$ cat src/rtl/key_pkg.sv
// Shared constants for the E-lock button protocol: state encoding and the default
// code length/gap agreed between key_sender and the lock FSM.
package key_pkg;

  localparam int DEF_CODE_LEN = 4;
  localparam int DEF_GAP      = 8;

  typedef logic [2:0] state_t;

  localparam state_t IDLE = 3'd0;
  localparam state_t CLR  = 3'd1;
  localparam state_t WAIT = 3'd2;
  localparam state_t SEND = 3'd3;
  localparam state_t DONE = 3'd4;

endpackage

$ cat src/rtl/key_sender_gap_timer.sv
// Loadable down-counter with zero flag; load has priority over decrement,
// and the count parks at zero instead of wrapping.
module gap_timer #(
  parameter int W = 4
) (
  input  logic         clk,
  input  logic         reset,
  input  logic         load,
  input  logic [W-1:0] value,
  input  logic         en,
  output logic         zero
);

  logic [W-1:0] cnt_q, cnt_d;

  always_comb begin
    cnt_d = cnt_q;
    if (load) begin
      cnt_d = value;
    end else if (en && (cnt_q != '0)) begin
      cnt_d = cnt_q - W'(1);
    end
  end

  always_ff @(posedge clk) begin
    if (reset) begin
      cnt_q <= '0;
    end else begin
      cnt_q <= cnt_d;
    end
  end

  assign zero = (cnt_q == '0);

endmodule

$ cat src/rtl/key_sender.sv
// Replays a stored combination as spaced B0/B1 pulses after a leading reset_s clear pulse.
// Moore outputs only; start is honoured in IDLE, abort returns to IDLE without done.
module key_sender
  import key_pkg::*;
#(
  parameter int CODE_LEN = DEF_CODE_LEN,
  parameter int GAP      = DEF_GAP
) (
  input  logic                clk,
  input  logic                reset,
  input  logic                start,
  input  logic                abort,
  input  logic [CODE_LEN-1:0] code,
  output logic                reset_s,
  output logic                B0,
  output logic                B1,
  output logic                busy,
  output logic                done,
  output logic [2:0]          sent
);

  localparam int         GW   = $clog2(GAP) + 1;
  localparam logic [2:0] LEN3 = 3'(CODE_LEN);

  state_t              state_q, state_d;
  logic [CODE_LEN-1:0] shift_q;
  logic [2:0]          sent_q;
  logic                tmr_zero;
  logic                tmr_load;
  logic                tmr_en;
  logic                last_bit;

  // sent doubles as the bit index: the pulse in flight is the last one when
  // CODE_LEN-1 pulses have already gone out.
  assign last_bit = (sent_q == (LEN3 - 3'd1));
  assign tmr_load = (state_q == CLR) || ((state_q == SEND) && !last_bit);
  assign tmr_en   = (state_q == WAIT);

  gap_timer #(.W(GW)) u_gap_timer (
    .clk   (clk),
    .reset (reset),
    .load  (tmr_load),
    .value (GW'(GAP - 1)),
    .en    (tmr_en),
    .zero  (tmr_zero)
  );

  always_ff @(posedge clk) begin
    if (reset) begin
      state_q <= IDLE;
    end else begin
      state_q <= state_d;
    end
  end

  always_comb begin
    state_d = state_q;
    case (state_q)
      IDLE:    if (start) state_d = CLR;
      CLR:     state_d = abort ? IDLE : WAIT;
      WAIT:    if (abort) state_d = IDLE;
               else if (tmr_zero) state_d = SEND;
      SEND:    if (abort) state_d = IDLE;
               else state_d = last_bit ? DONE : WAIT;
      DONE:    state_d = IDLE;
      default: state_d = IDLE;
    endcase
  end

  always_ff @(posedge clk) begin
    if (reset) begin
      shift_q <= '0;
      sent_q  <= '0;
    end else if ((state_q == IDLE) && start) begin
      shift_q <= code;
      sent_q  <= '0;
    end else if (state_q == SEND) begin
      shift_q <= shift_q << 1;
      if (sent_q != LEN3) sent_q <= sent_q + 3'd1;
    end
  end

  always_comb begin
    reset_s = 1'b0;
    B0      = 1'b0;
    B1      = 1'b0;
    busy    = (state_q != IDLE);
    done    = 1'b0;
    case (state_q)
      CLR:     reset_s = 1'b1;
      SEND: begin
        B1 = shift_q[CODE_LEN-1];
        B0 = ~shift_q[CODE_LEN-1];
      end
      DONE:    done = 1'b1;
      default: ;
    endcase
  end

  assign sent = sent_q;

endmodule

$ cat config.mk
export PLATFORM = sky130hd
export DESIGN_NAME = key_sender
export DESIGN_NICKNAME = d
export VERILOG_FILES = /design/src/rtl/key_pkg.sv /design/src/rtl/key_sender_gap_timer.sv /design/src/rtl/key_sender.sv
export SDC_FILE = /design/constraint.sdc
export NUM_CORES = 1
export LEC_CHECK = 0
export CORE_MARGIN = 10
export CORE_UTILIZATION = 45
export CTS_CLUSTER_SIZE = 20
export DETAILED_ROUTE_END_ITERATION = 10
export PLACE_DENSITY = 0.73
export SYNTH_ARGS = -nofsm -noshare
export SYNTH_HDL_FRONTEND = slang
export SYNTH_HIERARCHICAL = 1
export SYNTH_SLANG_ARGS = --single-unit
$ cat constraint.sdc
create_clock -name clk -period 2 [get_ports clk]
set_input_delay 0.2 -clock clk [delete_from_list [all_inputs] [get_ports clk]]
set_output_delay 0.2 -clock clk [all_outputs]
set_load 0.1 [all_outputs]
Word level (Yosys, flattened, before mapping):

Cells that the tools add are included.
Widths: inputs -> output; s select.

* output and inout bits: 8
* register bits: 14

* muxes and demuxes: 15
* bitwise operators: 1
* equality and inequality tests: 8
* reductions and logical operators: 15
* add/sub/neg operators: 2

Operators by type and width (number)
* $mux 3: 7
* $pmux 3 s4: 1
* $eq 3x2->1 const B: 3
* $mux 4: 2
* $ne 3x3->1 const B: 2
* $logic_not 4->1: 1
* $mux 1: 4
* $reduce_and 2->1: 2
* $reduce_bool 2->1: 2
* $reduce_bool 4->1: 1
* $reduce_or 2->1: 2
* $sub 4x1->4 const B: 1
* $add 3x1->3 const B: 1
* $eq 3x1->1 const B: 1
* $eq 3x3->1 const B: 1
* $logic_and 1x1->1: 3
* $logic_not 3->1: 1
* $reduce_bool 3->1: 1
* $mux 2: 1
* $ne 2x2->1 const B: 1
* $logic_not 1->1: 1
* $logic_or 1x1->1: 1
* $not 1->1: 1

Longest topological paths before layout:

* depth after elaboration: 5
* mapped depth: 6
* mapped depth without buffers: 6

By module:

The synthesis kept the hierarchy.

By module, submodules not included
* key_sender: instances 1, cells each 67, area an instance 589.3 um^2
* gap_timer: instances 1, cells each 29, area an instance 262.8 um^2

Worst setup path after synthesis:

No wires, ideal clock.

* path kind: reg2out
* start point: register state_q[1]
* end point: output port done
* arrival: 2718 ps
* required time: 1800 ps
* cell stages (with the launch flop): 3
* path slack: -918 ps
* cell sequence: dfxtp_1 > buf_4 > nor3b_1

* word-level cells in the longest chain between the ends: 2

RTL lines
* start: declaration: RTL line key_sender.sv:25 `state_t state_q, state_d;`
* start signal: assignment: RTL line key_sender.sv:52 `state_q <= state_d;`
* $eq 3x3->1: RTL line key_sender.sv:89 `case (state_q)`
* $mux 1: RTL line key_sender.sv:89
* end: declaration: RTL line key_sender.sv:18 `output logic done,`

No other way between the ends.

Worst setup path in the final report:

* start point: register u_gap_timer.cnt_q[1]
* end point: register state_q[0]

* word-level cells in the longest chain between the ends: 3

RTL lines
* start: declaration: RTL line key_sender_gap_timer.sv:14 `logic [W-1:0] cnt_q, cnt_d;`
* start signal: assignment: RTL line key_sender_gap_timer.sv:29 `cnt_q <= cnt_d;`
* $logic_not 4->1: RTL line key_sender_gap_timer.sv:33 `assign zero = (cnt_q == '0);`
* net tmr_zero: RTL line key_sender.sv:28 `logic tmr_zero;`
* $ne 3x3->1 (no source line)
* $reduce_and 2->1 (no source line)

The timed path passes the listed nets, and every way through them passes these cells.
A chain may end at the register's enable or synchronous reset.

==> metrics <==
outcome=completed; Total Wirelength=1800 um; Max Fclk=576 MHz; clk buf depth=2; pwr/cell area=580 nW/um^2; Fin. Hold Viols=0; CP arrival=between 1.5 and 2 ns; via/cell ratio=5.24; startpoint types=flop; Detailed Place HPWL=1460 um; Sink Count=14; Syn. warnings=6; Flop pwr share=46.2%; Logic pwr share=23.2%; clk root buf=clkbuf_4; CP max stage cell=or3b_4; DRC marker count from the first detailed-route iteration=33; ANT nets after route=0; Max Slew Vio Count=0; dpl cells=between 100 and 150; Total GRT Usage=under 10%; cell family with most CP delay=simple AND/OR/NAND/NOR gates; Clock H-tree levels=1; grt total ovfl=0; largest net degree at the start of global routing=11; crit end category=flop; share of the synthesized area in the top cell type=32.9%; Post-CTS Setup Inserts=0; Resized cells post-CTS=0; synthesized instance count=96; most common cell after layout, fill and taps aside=dfxtp_1; LEAKAGE=0.457 nW; critical path cell sequence=inv_1 > ha_1 > or3b_4 > inv_1 > nand3b_1 > a2111oi_2; unrepaired setup endpoints after global routing=no; register area share after synthesis=roughly 33%; worst r2r src=u_gap_timer/cnt_q[1]$_SDFFE_PP0P_; CP required=2.18 ns; internal power=0.470 mW; antenna violations before repair=0; CP bufs+invs=2; met1 Resource Use GR=approximately 10%; Final Cycle Share=between 80% and 90%; Die ar.=4030 um^2; Clock Pin Slew Worst Setup and Hold Paths=0.09 ns; most frequent CP cell=inv_1; P&R area growth vs syn=33.5%; GPL Wtd Cong=0.687; crit path kind=reg -> reg; Core Area=1760 um^2; via count=750; first-pass GRT wire length=3000 um; FF+latch area=284 um^2; grt met2 use=between 15 and 20%; routed len/inst=12.6 um; sw power=0.189 mW; crit path to=state_q[0]$_SDFFE_PP0P_; Most Used Layer, Global Route=met2; Mean Syn Cell Area=between 8 and 9 um^2; die height=63.5 um; IO Pins=16; CP Depth=6; Max FO, Critical Path=5; commonest non-fill, non-tap cells in the layout=dfxtp_1, a21oi_1, buf_4; cts hold-fix bufs=0; Die Width=63.5 um; r2r setup slk=0.26 ns; layout cells sized above 1=28.0%; num rows=15; Worst Hold Class=reg -> reg; final setup vio count=0; minimum clock period=1.74 ns; Non-Filler Instances=143; CP peak stage delay=approximately 0.45 ns; R2R Path End=state_q[0]$_SDFFE_PP0P_; Multi-input gate area=529 um^2; Setup crit start=u_gap_timer/cnt_q[1]$_SDFFE_PP0P_; Yosys reg bits=14; worst-skew pair later-pin latency=0.27 ns; cell taking the most area after synthesis=dfxtp_1; CTS tree=yes; Synth area leaders=dfxtp_1, ha_1, a21oi_1; DR pass1 iterations=4; Synth cell types=37; dpl ws=0.279 ns; MaxCap Viol Count=0; total negative setup slack=0 ns; # diodes=0; vias in the first global route=about 700; Max Clock Skew=0.00798 ns; CTS buffer count=3; Netlist Area Pre-Place=852 um^2; worst reg2reg path depth=6; GR Util met3=2.65%; peak supply drop=between 0.0003 and 0.0004 V; Starting Density=48.3%; Fillers=156; DRC Markers=0; sw frac=between 20% and 30%; Total Power=approximately 0.66 mW; Port Buf Inserts=15; power share of the clock group=30.5%; Final WS setup=approximately 0.26 ns; NumNets Final=131; final core area utilization=64.5%
[worst register-to-register path: cells and delay by family (launching register included)]
family | cells | cell delay, ns
flip-flops | 1 | 0.34
AND/OR/NAND/NOR | 2 | 0.53
buffers and inverters | 2 | 0.19
AO/OA/AOI/OAI | 1 | 0.35
adder cells (fa/ha/maj) | 1 | 0.23
[metal layers]
| metal | vias to the layer above | part of all wire, % |
|---|---|---|
| met5 | - | 0 |
| met3 | 2 | 3.8 |
| li1 | 380 | - |
| met1 | 357 | 44 |
| met4 | 0 | 0.33 |
| met2 | 11 | 52 |
[flip-flops by register name, indices dropped and copies added (netlist names)]
signal and flops:
u_gap_timer/cnt_q 4, sent 3, state_q 3, shift_q 4
[Yosys cell counts (all sizes together)]
cell type / number
dfxtp: 14
nor2: 9
a21oi: 8
inv: 7
nand2: 7
buf: 4
ha: 4
o21ai: 4
a211oi: 3
nand2b: 3
nand3: 3
nand3b: 3
a2111oi: 2
a311oi: 2
and2: 2
conb: 2
nor3: 2
nor3b: 2
nor4b: 2
or3: 2
a21o: 1
a22oi: 1
a311o: 1
a31oi: 1
and3b: 1
mux2i: 1
nand4b: 1
nor4: 1
or2b: 1
or3b: 1
or4b: 1
[power by group through the flow]
stage | clock network (mW) | logic, mW | registers (mW)
2_1_floorplan | 0 | 0.104 | 0.310
3_3_place_gp | 0 | 0.150 | 0.310
3_5_place_dp | 0 | 0.153 | 0.311
4_1_cts | 0.206 | 0.153 | 0.305
5_1_grt | 0.215 | 0.165 | 0.306
6_report | 0.201 | 0.153 | 0.305
[how the worst min path moves through the flow]
| stage | slack (ns) | from | depth (start not counted) | end |
|---|---|---|---|---|
| floorplan | 0.27 | reset | 1 | u_gap_timer/cnt_q[0]$_SDFFE_PP0P_ |
| global placement | 0.45 | shift_q[1]$_SDFFE_PP0P_ | 2 | shift_q[1]$_SDFFE_PP0P_ |
| detailed placement | 0.47 | shift_q[2]$_SDFFE_PP0P_ | 2 | shift_q[2]$_SDFFE_PP0P_ |
| CTS | 0.48 | code[0] | 3 | shift_q[0]$_SDFFE_PP0P_ |
| global route | 0.50 | shift_q[0]$_SDFFE_PP0P_ | 2 | shift_q[0]$_SDFFE_PP0P_ |
| finish | 0.48 | shift_q[0]$_SDFFE_PP0P_ | 2 | shift_q[0]$_SDFFE_PP0P_ |
[final cells by class]
class	instances	share of cell area, %
clock buffers	4	3.19
inverters	7	2.31
multi-input cells	73	46.5
flip-flops and latches	14	25.0
well taps	25	2.75
repair buffers	20	20.2
[through the flow]
stage,area [um^2],hold WS [ns]
3_5_place_dp,1100,0.467
5_1_grt,1140,0.500
2_1_floorplan,873,0.272
6_report,1140,0.483
4_1_cts,1140,0.478
3_3_place_gp,1100,0.449
[cells by family (layout without fill, tap and decap cells)]
| kind of cell | after synthesis | after routing | share of synthesized area, % |
|---|---|---|---|
| other | 2 | 4 | 0.881 |
| flip-flops | 14 | 14 | 32.9 |
| buffers and inverters | 11 | 31 | 7.05 |
| AO/OA/AOI/OAI | 23 | 23 | 20.4 |
| AND/OR/NAND/NOR | 41 | 41 | 31.7 |
| multiplexers | 1 | 1 | 1.17 |
| adder cells (fa/ha/maj) | 4 | 4 | 5.87 |
Power figures use the tool's default switching activity.
